File: config.mk
export PLATFORM = sky130hd
export DESIGN_NAME = delay_line_ctrl
export DESIGN_NICKNAME = d
export VERILOG_FILES = /design/src/rtl/delay_line_ctrl.sv
export SDC_FILE = /design/constraint.sdc
export NUM_CORES = 1
export LEC_CHECK = 0
export CORE_MARGIN = 1
export CORE_UTILIZATION = 41
export CTS_CLUSTER_DIAMETER = 150
export CTS_CLUSTER_SIZE = 8
export DETAILED_ROUTE_END_ITERATION = 16
export GPL_ROUTABILITY_DRIVEN = 0
export PLACE_DENSITY = 0.81
export SLEW_MARGIN = 0
export SYNTH_ARGS = -nofsm -noshare
export SYNTH_HDL_FRONTEND = slang
export SYNTH_SLANG_ARGS = --single-unit
File: constraint.sdc
create_clock -name clk -period 2.33 [get_ports clk]
set_input_delay 0.233 -clock clk [delete_from_list [all_inputs] [get_ports clk]]
set_output_delay 0.233 -clock clk [all_outputs]
set_load 0.005 [all_outputs]
File: src/rtl/delay_line_ctrl.sv
// Sequencer for a RAM-based LEN-entry delay line: fill tracking, valid/ready on both sides, zero-push flush.
// Optional `define DELAY_LINE_CTRL_PRIME_EN pre-loads the line with LEN-1 zeros after reset.
module delay_line_ctrl #(
    parameter int DATA_WIDTH = 25,
    parameter int LEN        = 512
) (
    input  logic                  clk,
    input  logic                  rst_n,
    input  logic                  in_valid,
    output logic                  in_ready,
    input  logic [DATA_WIDTH-1:0] in_data,
    output logic                  out_valid,
    input  logic                  out_ready,
    output logic [DATA_WIDTH-1:0] out_data,
    input  logic                  flush,
    output logic                  flush_done,
    output logic                  sr_ce,
    output logic [DATA_WIDTH-1:0] sr_di,
    input  logic [DATA_WIDTH-1:0] sr_do
);

    localparam int CW = $clog2(LEN);
    localparam logic [CW-1:0] CNT_MAX = CW'(LEN - 1);

`ifdef DELAY_LINE_CTRL_PRIME_EN
    typedef enum logic [1:0] {FILL, RUN, FLUSH, PRIME} state_t;
    localparam state_t START_STATE = PRIME;
`else
    typedef enum logic [1:0] {FILL, RUN, FLUSH} state_t;
    localparam state_t START_STATE = FILL;
`endif

    state_t                  state_reg, state_next;
    logic [CW-1:0]           fill_cnt_reg, fill_cnt_next;
    logic [CW-1:0]           drain_cnt_reg, drain_cnt_next;
    logic                    pending_reg;
    logic                    out_valid_reg;
    logic [DATA_WIDTH-1:0]   out_data_reg;
    logic                    flush_done_reg, flush_done_next;
    logic                    active_reg;
    logic                    free;
    logic                    push_in;
    logic                    emit;
    logic                    capture;

    // active_reg keeps every combinational output low while reset is held
    assign free     = !out_valid_reg || out_ready;
    assign in_ready = active_reg && free && (state_reg == FILL || state_reg == RUN);
    assign push_in  = in_valid && in_ready;
    assign capture  = pending_reg && free;

    assign out_valid  = out_valid_reg;
    assign out_data   = out_data_reg;
    assign flush_done = flush_done_reg;

    always_comb begin
        state_next      = state_reg;
        fill_cnt_next   = fill_cnt_reg;
        drain_cnt_next  = drain_cnt_reg;
        flush_done_next = 1'b0;
        sr_ce           = 1'b0;
        sr_di           = '0;
        emit            = 1'b0;
        case (state_reg)
            FILL: begin
                if (push_in) begin
                    sr_ce         = 1'b1;
                    sr_di         = in_data;
                    fill_cnt_next = fill_cnt_reg + CW'(1);
                    if (fill_cnt_reg == CNT_MAX - CW'(1))
                        state_next = RUN;
                end
                if (flush) begin
                    if (push_in || fill_cnt_reg != '0) begin
                        state_next     = FLUSH;
                        drain_cnt_next = CNT_MAX;
                    end else begin
                        flush_done_next = 1'b1;
                    end
                end
            end
            RUN: begin
                if (push_in) begin
                    sr_ce = 1'b1;
                    sr_di = in_data;
                    emit  = 1'b1;
                end
                if (flush) begin
                    state_next     = FLUSH;
                    drain_cnt_next = CNT_MAX;
                end
            end
            FLUSH: begin
                // Always LEN-1 zero pushes; only the last fill_cnt of them carry real samples out.
                if (free) begin
                    sr_ce          = 1'b1;
                    emit           = (drain_cnt_reg <= fill_cnt_reg);
                    drain_cnt_next = drain_cnt_reg - CW'(1);
                    if (drain_cnt_reg <= fill_cnt_reg)
                        fill_cnt_next = fill_cnt_reg - CW'(1);
                    if (drain_cnt_reg == CW'(1)) begin
                        state_next      = FILL;
                        flush_done_next = 1'b1;
                    end
                end
            end
`ifdef DELAY_LINE_CTRL_PRIME_EN
            PRIME: begin
                if (active_reg) begin
                    sr_ce          = 1'b1;
                    drain_cnt_next = drain_cnt_reg - CW'(1);
                    if (drain_cnt_reg == CW'(1)) begin
                        state_next    = RUN;
                        fill_cnt_next = CNT_MAX;
                    end
                end
            end
`endif
            default: state_next = START_STATE;
        endcase
    end

    always_ff @(posedge clk or negedge rst_n) begin
        if (!rst_n) begin
            state_reg      <= START_STATE;
            fill_cnt_reg   <= '0;
            drain_cnt_reg  <= CNT_MAX;
            pending_reg    <= 1'b0;
            out_valid_reg  <= 1'b0;
            out_data_reg   <= '0;
            flush_done_reg <= 1'b0;
            active_reg     <= 1'b0;
        end else begin
            state_reg      <= state_next;
            fill_cnt_reg   <= fill_cnt_next;
            drain_cnt_reg  <= drain_cnt_next;
            flush_done_reg <= flush_done_next;
            active_reg     <= 1'b1;
            // A held capture is safe: no push can occur until the output register frees up, so sr_do is stable.
            pending_reg    <= emit || (pending_reg && !free);
            if (capture) begin
                out_valid_reg <= 1'b1;
                out_data_reg  <= sr_do;
            end else if (out_ready) begin
                out_valid_reg <= 1'b0;
            end
        end
    end

endmodule

**After elaboration in Yosys (flattened, before gate mapping)**

Cells that the tools add are included.
Widths: inputs -> output; s select.

- Register bits: 49
- Word-level logic and storage cells: 74

- Add/sub/neg operators: 3
- Order comparisons: 1
- Eq/ne operators: 11
- Muxes and demuxes: 31
- Reduce and logical (&&, ||, !) cells: 20

Operators with widths:

| cell | count |
|---|---|
| $mux 9 | 7 |
| $mux 25 | 2 |
| $pmux 9 s3 | 1 |
| $pmux 9 s2 | 1 |
| $sub 9x1->9 const B | 2 |
| $mux 2 | 7 |
| $ne 2x2->1 const B | 6 |
| $add 9x1->9 const B | 1 |
| $eq 9x1->1 const B | 1 |
| $eq 9x9->1 const B | 1 |
| $le 9x9->1 | 1 |
| $mux 1 | 9 |
| $reduce_bool 9->1 | 1 |
| $pmux 1 s2 | 3 |
| $pmux 2 s3 | 1 |
| $logic_and 1x1->1 | 5 |
| $reduce_and 5->1 | 1 |
| $logic_or 1x1->1 | 4 |
| $reduce_and 4->1 | 1 |
| $reduce_bool 2->1 | 2 |
| $reduce_and 3->1 | 1 |
| $reduce_bool 3->1 | 1 |
| $eq 2x1->1 const B | 1 |
| $eq 2x2->1 const B | 1 |
| 4 further kinds | 5 |

**Depth between registers and ports, before layout**

Gate-level depths: netlist of the first run.

- Depth in word-level cells: 9
- Gate-level depth with buffers: 9
- Mapped depth without buffers: 9

**Worst setup path before layout of the first run**

No wires, ideal clock.

- Path kind: register to register
- From: register state_reg[0]
- To: register fill_cnt_reg[8]
- Setup time: 94 ps
- Arrival: 2229 ps
- Data required time: 2236 ps
- Path slack: 7 ps
- Stages on the path, launching flop included: 10
- Path buffers: 0
- Period minus slack after synthesis: 2323 ps
- Path through: dfrtp_1 inv_1 ha_1 inv_2 fa_1 nand2b_1 a21oi_1 o32a_1 a21oi_1 a211oi_1

- Longest elaborated chain between the ends: 6

Ends and longest elaborated chain:

| element | RTL line | RTL |
|---|---|---|
| from (decl) | 33 | `state_t state_reg, state_next;` |
| from (signal assigned) | 134 | `state_reg <= state_next;` |
| $eq 2x1->1 / $logic_not 2->1 (equally long branches) | 48, 64 |  |
| $logic_or 1x1->1 | 48 | `assign in_ready = active_reg && free && (state_reg == FILL \|\| state_reg == RUN);` |
| $logic_and 1x1->1 | 48 |  |
| $logic_and 1x1->1 | 49 | `assign push_in = in_valid && in_ready;` |
| $ne 2x2->1 (no source line) | n/a |  |
| $reduce_and 4->1 (no source line) | n/a |  |
| to (signal assigned) | 135 | `fill_cnt_reg <= fill_cnt_next;` |
| to (decl) | 34 | `logic [CW-1:0] fill_cnt_reg, fill_cnt_next;` |

Several ways; a longest one is shown, not always the timed one.
A chain may end at the register's enable or synchronous reset.

**Final worst setup path of the first run**

Same ends and word-level chain as after synthesis.

==> results.toml, run 1 <==
[clock_tree]
cts_buffer_depth = 2
htreeDepth = 2
numCtsBuffers = 5
cts.sinks = 49
cts_tree = "yes"
insertion_delay_ps = 300
root_buffer = "clkbuf_8"
clk_pin_slew_ps = 90

[floorplan]
row_count = 31
die_w_um = 88.1
initial_utilization_pct = 42.1
io_pins = 109
dieArea_um2 = 7760
die_h_um = 88.1
design.core.area_um2 = 7210

[critical_path]
cp_slowest_cell = "dfrtp_1"
path_max_fanout = 8
critPathKind = "register to register"
timing.rr.end = "fill_cnt_reg[8]"
setup.worst_path.start = "state_reg[0]"
r2r_start = "state_reg[0]"
path_cells = "inv_1 > ha_1 > buf_4 > ha_1 > or3_1 > o32a_1 > and3_2 > a211oi_1"
cp-start-kind = "register"
critPathMaxStageDelay_ps = 370
reg2reg_slack_ps = -30
path_common_cell = "ha_1"
worstPathArrival_ps = 2570
cp-end-kind = "register"
crit_path_end = "fill_cnt_reg[8]"
r2r_cells = 8
crit_required_ps = 2540

[synthesis]
synth_area_leaders = "dfrtp_1, mux2_2, ha_1, dfstp_2, and2_1"
syn_area_um2 = 3040
avgSynthCellArea_um2 = 10.4
synth_warnings = 0
synthArstFlopShare_pct = 100
yosysUniqueCellTypes = 56
synth_seq_cells = 49
seq_area_frac_synth_pct = 40.7
synth_top_flop_cell = "dfrtp_1"
yosys.area.top_type = "dfrtp_1"
syn_inst = 292
synth_top_area_share_pct = 32.9
synth_edf_count = 0
synth_nets = 370

[sta]
final-setup-viol-count = 12
period_share_pct = 101
period_needed_ps = 2360
maxSlewViolCount = 0
finalHoldViolations = 0
fin_hold_ws_ps = 456
rsz0062_at_grt = "true"
fin_ws_ps = -33.1
skew_ps = 3.45
slew_headroom_pct = 61.6
tns_ps = -76.7
max_freq_mhz = 423
tightest_slew_ps = 572

[place]
pre_cts_ws_ps = 26.9
dp_hpwl_um = 6280
io_buffers = 108
dp_cells = 505
placed_area_um2 = 4330

[layout]
finalNetCount = 496
multi_input_area_um2 = 1730
design_area_um2 = 4510
stdcell_count = 518
area_growth_pct = 48.4
antenna_cells = 0
seq_area_um2 = 1240
largest_register_ffs = 25
drive_gt1_share_pct = 18.1
n_fill_cell = 613

[route]
avgRoutedWirePerCell_um = 15.3
avgViaCountPerCell = 5.15
drt_iter0_drc = 186
detail_route.first_pass.iterations = 4
post-route-drc-count = 0
vias = 2668
ant_nets = 0
routed_wl_um = 7950

[global_routing]
grt_pass1_vias = 2738
grt_pass1_wl_um = 13000
grt_usage_pct = 21.7
grt_max_degree = 29
antenna_found_initial = 0
overflow = 0

[power]
leakage_uw = 0.00196
ir_worst_vdd_v = 0.000521
powerDensity_nw_per_um2 = 1180

[flow_run]
maxCapViolCount = 0

[min_path]
hold_path_class = "input pin to async pin"

[status]
failed_checks = "setup timing"
outcome = "complete, but fails checks"
==> Yosys cell counts (3+ instances only) <==
library cell / number
a21oi_1: 23
and2_1: 26
dfstp_2: 9
clkbuf_1: 3
nor3_1: 11
nand4_1: 3
o22a_1: 5
nand2_1: 11
dfrtp_1: 40
o21ai_0: 5
nor2_1: 13
xor2_1: 4
and3_1: 5
a31oi_1: 3
mux2_2: 25
and4_1: 3
nand3_1: 4
inv_1: 17
mux2i_1: 7
o21a_1: 4
o22ai_1: 4
nand2b_1: 4
ha_1: 22
a21o_1: 4
==> routing by layer <==
metal	track usage [%]	up-vias	wire length (um)
met5	0	-	0
met4	4.99	0	116
met3	4.05	14	445
met2	38.6	108	4200
met1	27.3	1249	3190
li1	-	1297	-
==> through the flow <==
| step | total power, uW | utilization, % |
|---|---|---|
| global placement | 4540 | 60.0 |
| floorplan | 3390 | - |
| CTS | 5330 | 62.2 |
| finish | 5310 | 62.5 |
| detailed placement | 4670 | 60.0 |
| global route | 5750 | 62.5 |
==> timing repair <==
| action | CTS | global route |
|---|---|---|
| cloned | 2 | 0 |
| hold buffers | 1 | 0 |
| setup buffers | 1 | 1 |
| endpoints found under the hold margin | 14 | 0 |
| setup endpoints to repair | 26 | 26 |
| resized for setup | 8 | 3 |
| pin swaps | 1 | 0 |
==> where the power goes <==
part	internal [uW]	switching [uW]	total, uW	leakage [uW]
Combinational	1750	1480	3230	0.00134
Sequential	1220	251	1470	0.000569
Clock	323	290	613	0.0000554
==> cell usage in the layout (no fill, tap or decap), types with 5 or more instances in the layout <==
master and instances:
dfrtp_1 40, clkdlybuf4s50_1 105, o22a_1 5, clkbuf_8 5, and2_1 26, nor2_1 13
dfstp_2 9, a21oi_1 23, nand2_1 11, mux2i_1 7, nor3_1 10, inv_1 16
buf_4 11, and3_1 5, mux2_2 25, o21ai_0 5, ha_1 21
==> cell type report <==
type,instances,area share [%]
multi-input cells,219,38.3
repair buffers,125,27.5
flip-flops and latches,49,27.4
well taps,99,2.75
clock buffers,6,1.61
inverters,18,1.50
clock inverters,2,0.860
==> worst min-delay path by stage <==
stage | start | end | cells after the start
floorplan | rst_n | active_reg | 0
detailed placement | rst_n | out_data[20] | 1
global placement | rst_n | out_data[20] | 1
finish | rst_n | out_data[20] | 2
global route | rst_n | out_data[1] | 2
CTS | rst_n | out_data[20] | 2
==> cell families after synthesis <==
kind of cell	after synthesis	synth area share, %
adders and majority gates	23	9.72
AOI/OAI and AO/OA	61	13.4
muxes	33	12.1
xor gates and xnor gates	6	1.73
other	1	0.123
and+or+nand+nor	95	19.0
buffers and inverters	24	3.17
DFF	49	40.7
==> worst max-delay path: cells and delay by family, from the launching register on <==
family	cells	cell delay [ps]
adders and majority gates	2	510
DFF	1	370
buffers and inverters	2	290
AOI/OAI and AO/OA	2	520
and+or+nand+nor	2	570
No activity file was read; power rests on OpenSTA's default activity.
==> run 2, diff against run 1 <==
- GPL_ROUTABILITY_DRIVEN: 0 -> default
- SETUP_SLACK_MARGIN: default -> 0.15
==> results.toml, run 2 (same netlist as run 1, synthesis figures left out) <==
[status]
outcome = "complete, but fails checks"
failed_checks = "setup timing"

[route]
vias = 2866
avgViaCountPerCell = 5.34
routed_wl_um = 8720
drt_iter0_drc = 208
avgRoutedWirePerCell_um = 16.2
post-route-drc-count = 0
ant_nets = 0
detail_route.first_pass.iterations = 4

[critical_path]
critPathKind = "register to output pin"
cp-start-kind = "register"
path_cells = "inv_2 > ha_4 > nor2_4 > nor3_4 > buf_6 > buf_4 > and2_1 > clkdlybuf4s50_1"
cp-end-kind = "output pin"
crit_buf_inv = 4
cp_slowest_cell = "clkdlybuf4s50_1"
worstPathArrival_ps = 2120
critPathMaxStageDelay_ps = 490
crit_required_ps = 2100
r2r_cells = 8
crit_family = "buffers and inverters"
crit_cells = 8
path_max_fanout = 6

[floorplan]
design.core.area_um2 = 7210
dieArea_um2 = 7760
row_count = 31
initial_utilization_pct = 42.1
die_h_um = 88.1
die_w_um = 88.1
io_pins = 109

[place]
pre_cts_ws_ps = 109
gp_congestion = 0.885
dp_hpwl_um = 6030
io_buffers = 108
placed_area_um2 = 4320

[global_routing]
overflow = 0
grt_pass1_vias = 2753
grt_pass1_wl_um = 13100
antenna_found_initial = 0
grt_max_degree = 40
grt_usage_pct = 21.7

[clock_tree]
cts_tree = "yes"
cts_buffer_depth = 2
numCtsBuffers = 5
root_buffer = "clkbuf_8"
cts_hold_buf = 0
cts.sinks = 49
clk_pin_slew_ps = 100
insertion_delay_ps = 310
htreeDepth = 2

[layout]
design_area_um2 = 4770
antenna_cells = 0
layout_common_cells = "clkdlybuf4s50_1, dfrtp_1, buf_4"
final_common_cell = "clkdlybuf4s50_1"
finalNetCount = 515
fin_util_pct = 66.1
area_growth_pct = 56.9
largest_register_ffs = 25
drive_gt1_share_pct = 26.0

[sta]
finalHoldViolations = 0
maxSlewViolCount = 0
fin_ws_ps = -18.1
period_share_pct = 101
slew_headroom_pct = 41.1
tns_ps = -54.3
period_needed_ps = 2350
final-setup-viol-count = 4
rsz0062_at_grt = "true"
skew_ps = 9.96
tightest_slew_ps = 884
fin_hold_ws_ps = 37.5
max_freq_mhz = 426

[flow_run]
maxCapViolCount = 0

[power]
powerDensity_nw_per_um2 = 1230
leakage_uw = 0.00220
ir_worst_vdd_v = 0.000486

[min_path]
hold_path_class = "input pin to async pin"
==> run 2: metal layers <==
metal / track usage [%] / wire [um] / vias up
met5: 0 / 0 / -
met4: 8.36 / 217 / 0
met3: 3.30 / 460 / 19
met2: 38.0 / 4500 / 118
met1: 27.0 / 3540 / 1393
li1: - / - / 1336
==> run 2: through the flow <==
step | total power [uW] | instances
after floorplan | 3400 | 292
after global placement | 4530 | 504
after detailed placement | 4640 | 504
after CTS | 5360 | 519
after global routing | 6250 | 537
final | 5850 | 537
==> run 2: layout make-up <==
type | instances | area (um^2)
clock buffer | 5 | 68.8
clock inverter | 3 | 43.8
fill | 542 | 2450
inverter | 18 | 67.6
multi-input combinational | 219 | 1840
sequential | 49 | 1240
tap | 99 | 124
timing repair buffer | 144 | 1390
==> run 2: what timing repair did <==
item,CTS,global route
endpoints found under the hold margin,0,0
setup endpoints to repair,29,32
cloned,2,1
gates resized for setup,16,33
setup buffers,5,17
pin swaps,2,10
==> run 2: power breakdown <==
group	leakage [uW]	internal [uW]	switching, uW	total, uW
logic	0.00157	2070	1690	3760
registers	0.000569	1220	232	1460
clock network	0.0000585	322	311	633
total	0.00220	3620	2240	5850
==> run 2: worst paths after layout <==
kind | from | end | slack [ps]
worst min register to register | out_data[6] | out_data[6] | 510
max in group asynchronous | rst_n | fill_cnt_reg[5] | 1650
worst max-delay path | state_reg[1] | sr_di[14] | -20
worst min-delay path | rst_n | out_data[17] | 40
min in group clk | out_data[6] | out_data[6] | 510
worst max register to register | state_reg[1] | fill_cnt_reg[8] | 110
==> run 2: worst reg2reg max path: stages (launching register included) <==
cell and delay, ps:
dfrtp_1 410, buf_6 130, ha_4 190, buf_6 130, ha_4 150, or3_4 370, o32a_1 400, o21bai_1 190
a211oi_2 180
==> patch (flow settings as in run 2) <==
The parameter `LEN` goes from 512 to 128.
--- a/src/rtl/delay_line_ctrl.sv
+++ b/src/rtl/delay_line_ctrl.sv
@@ -4,3 +4,3 @@
     parameter int DATA_WIDTH = 25,
-    parameter int LEN        = 512
+    parameter int LEN        = 128
 ) (
Formal check against the unedited RTL: same outputs for any inputs over 10 cycles, from zero or initial values and one cycle with rst_n low; that may be too few to reach the edited logic, so the function may still have changed.
==> patch against run 2 <==
- first-iteration DRC count is 18% lower
- the run still ends with setup timing left
- synthesized area decreased by 12%
- die area down 12%
- sequential cell count down 4
- worst setup slack got worse by 9.2 ps
- sequential share of layout area rose by 0.27 points
- cell area is 9.1% lower
- synthesized cell count fell by 14%
- clock power is 2% lower
- largest power group unchanged
- wire length down 13%
- clock skew shrank 6.7 ps
- total power decreased by 5.5%
- non-clock buffer count fell by 2
- cell count shrank 12%
==> patch: results <==
export IMPL_nonClkBufAreaFrac_pct=31.2
export IMPL_pwr_share_clk_pct=11.2
export IMPL_clock_area_share_pct=2.77
export IMPL_drt_iter0_markers=170
export IMPL_met2_usage_pct=34.8
export IMPL_n_all_inverters=15
export IMPL_drive_gt1_share_pct=28.0
export IMPL_globalRouteMet3Util_pct=4.95
export IMPL_status="finished with violations"
export IMPL_wl_met3_um=614
export IMPL_grt_max_degree=46
export IMPL_n_clock_buffer=6
export IMPL_ys_seq_area_share_pct=42.6
export IMPL_synth_area_leaders="dfrtp_1 (36%), mux2_2 (11%), ha_1 (8.4%)"
export IMPL_crit_fanout=7
export IMPL_setup_viol=1
export IMPL_nets=466
export IMPL_fillCellCount=452
export IMPL_setup_slack_ps=-27.3
export IMPL_violations="setup timing"
export IMPL_cts_sink_count=45
export IMPL_gr_usage_met1_pct=27.1
export IMPL_syn_nets=324
export IMPL_multi_input_comb_cells=183
export IMPL_p_switching_mw=1.99
export IMPL_multi_input_area_share_pct=36.2
export IMPL_routed_wl_um=7560
export IMPL_pre_cts_ws_ps=72.0
export IMPL_fin_skew_ps=3.27
export IMPL_buffers=142
export IMPL_wl_met2_um=3750
export IMPL_grt_pass1_vias=2201
export IMPL_regArea_um2=1140
==> patch: cell count changes after synthesis, moves of 4 or more <==
cell     delta
ha_1        -4
nand2_1     +6
and3_1      -5
nand4_1     +4
o22a_1      -5
or3_1       +5
nor3_1      -7
o221a_2     +5
a21oi_1    -17
==> patch: worst max-delay path, cell delays in order (launching register included) <==
cell	delay, ps
dfrtp_2	420
buf_6	130
ha_4	200
buf_4	170
ha_1	210
or2_2	310
o22ai_2	150
or4b_1	470
o211ai_1	200
==> patch: final timing paths <==
check                                               from                          end  slack, ps
max in group asynchronous                          rst_n     state_reg[1]$_DFFE_PN0P_       1570
worst min-delay path                               rst_n      out_data[5]$_DFFE_PN0P_         90
worst max register to register  state_reg[1]$_DFFE_PN0P_  fill_cnt_reg[6]$_DFFE_PN0P_        -30
worst min register to register     pending_reg$_DFF_PN0_        out_valid$_DFFE_PN0P_        500
worst max-delay path            state_reg[1]$_DFFE_PN0P_  fill_cnt_reg[6]$_DFFE_PN0P_        -30
min in group clk                   pending_reg$_DFF_PN0_        out_valid$_DFFE_PN0P_        500
==> patch: cell families (layout without fill, tap and decap cells) <==
kind of cell	after synthesis	after routing	share of synthesized area (%)
adders and majority gates	19	19	9.20
DFF	45	45	42.6
AOI/OAI and AO/OA	34	34	10.7
and+or+nand+nor	93	93	19.3
buffers and inverters	22	165	3.28
other	1	1	0.141
xor gates and xnor gates	4	4	1.31
muxes	32	32	13.5
==> patch: stage by stage <==
stage               area, µm²  instances  hold WS, ps  setup TNS [ps]  power (mW)
global placement         3920        439          442               0        4.17
finish                   4330        470         89.0           -27.3        5.53
floorplan                2680        250        -62.6               0        3.12
CTS                      4210        459          123            -322        5.19
detailed placement       3920        439          450               0        4.28
global route             4330        470          168            -954        5.93
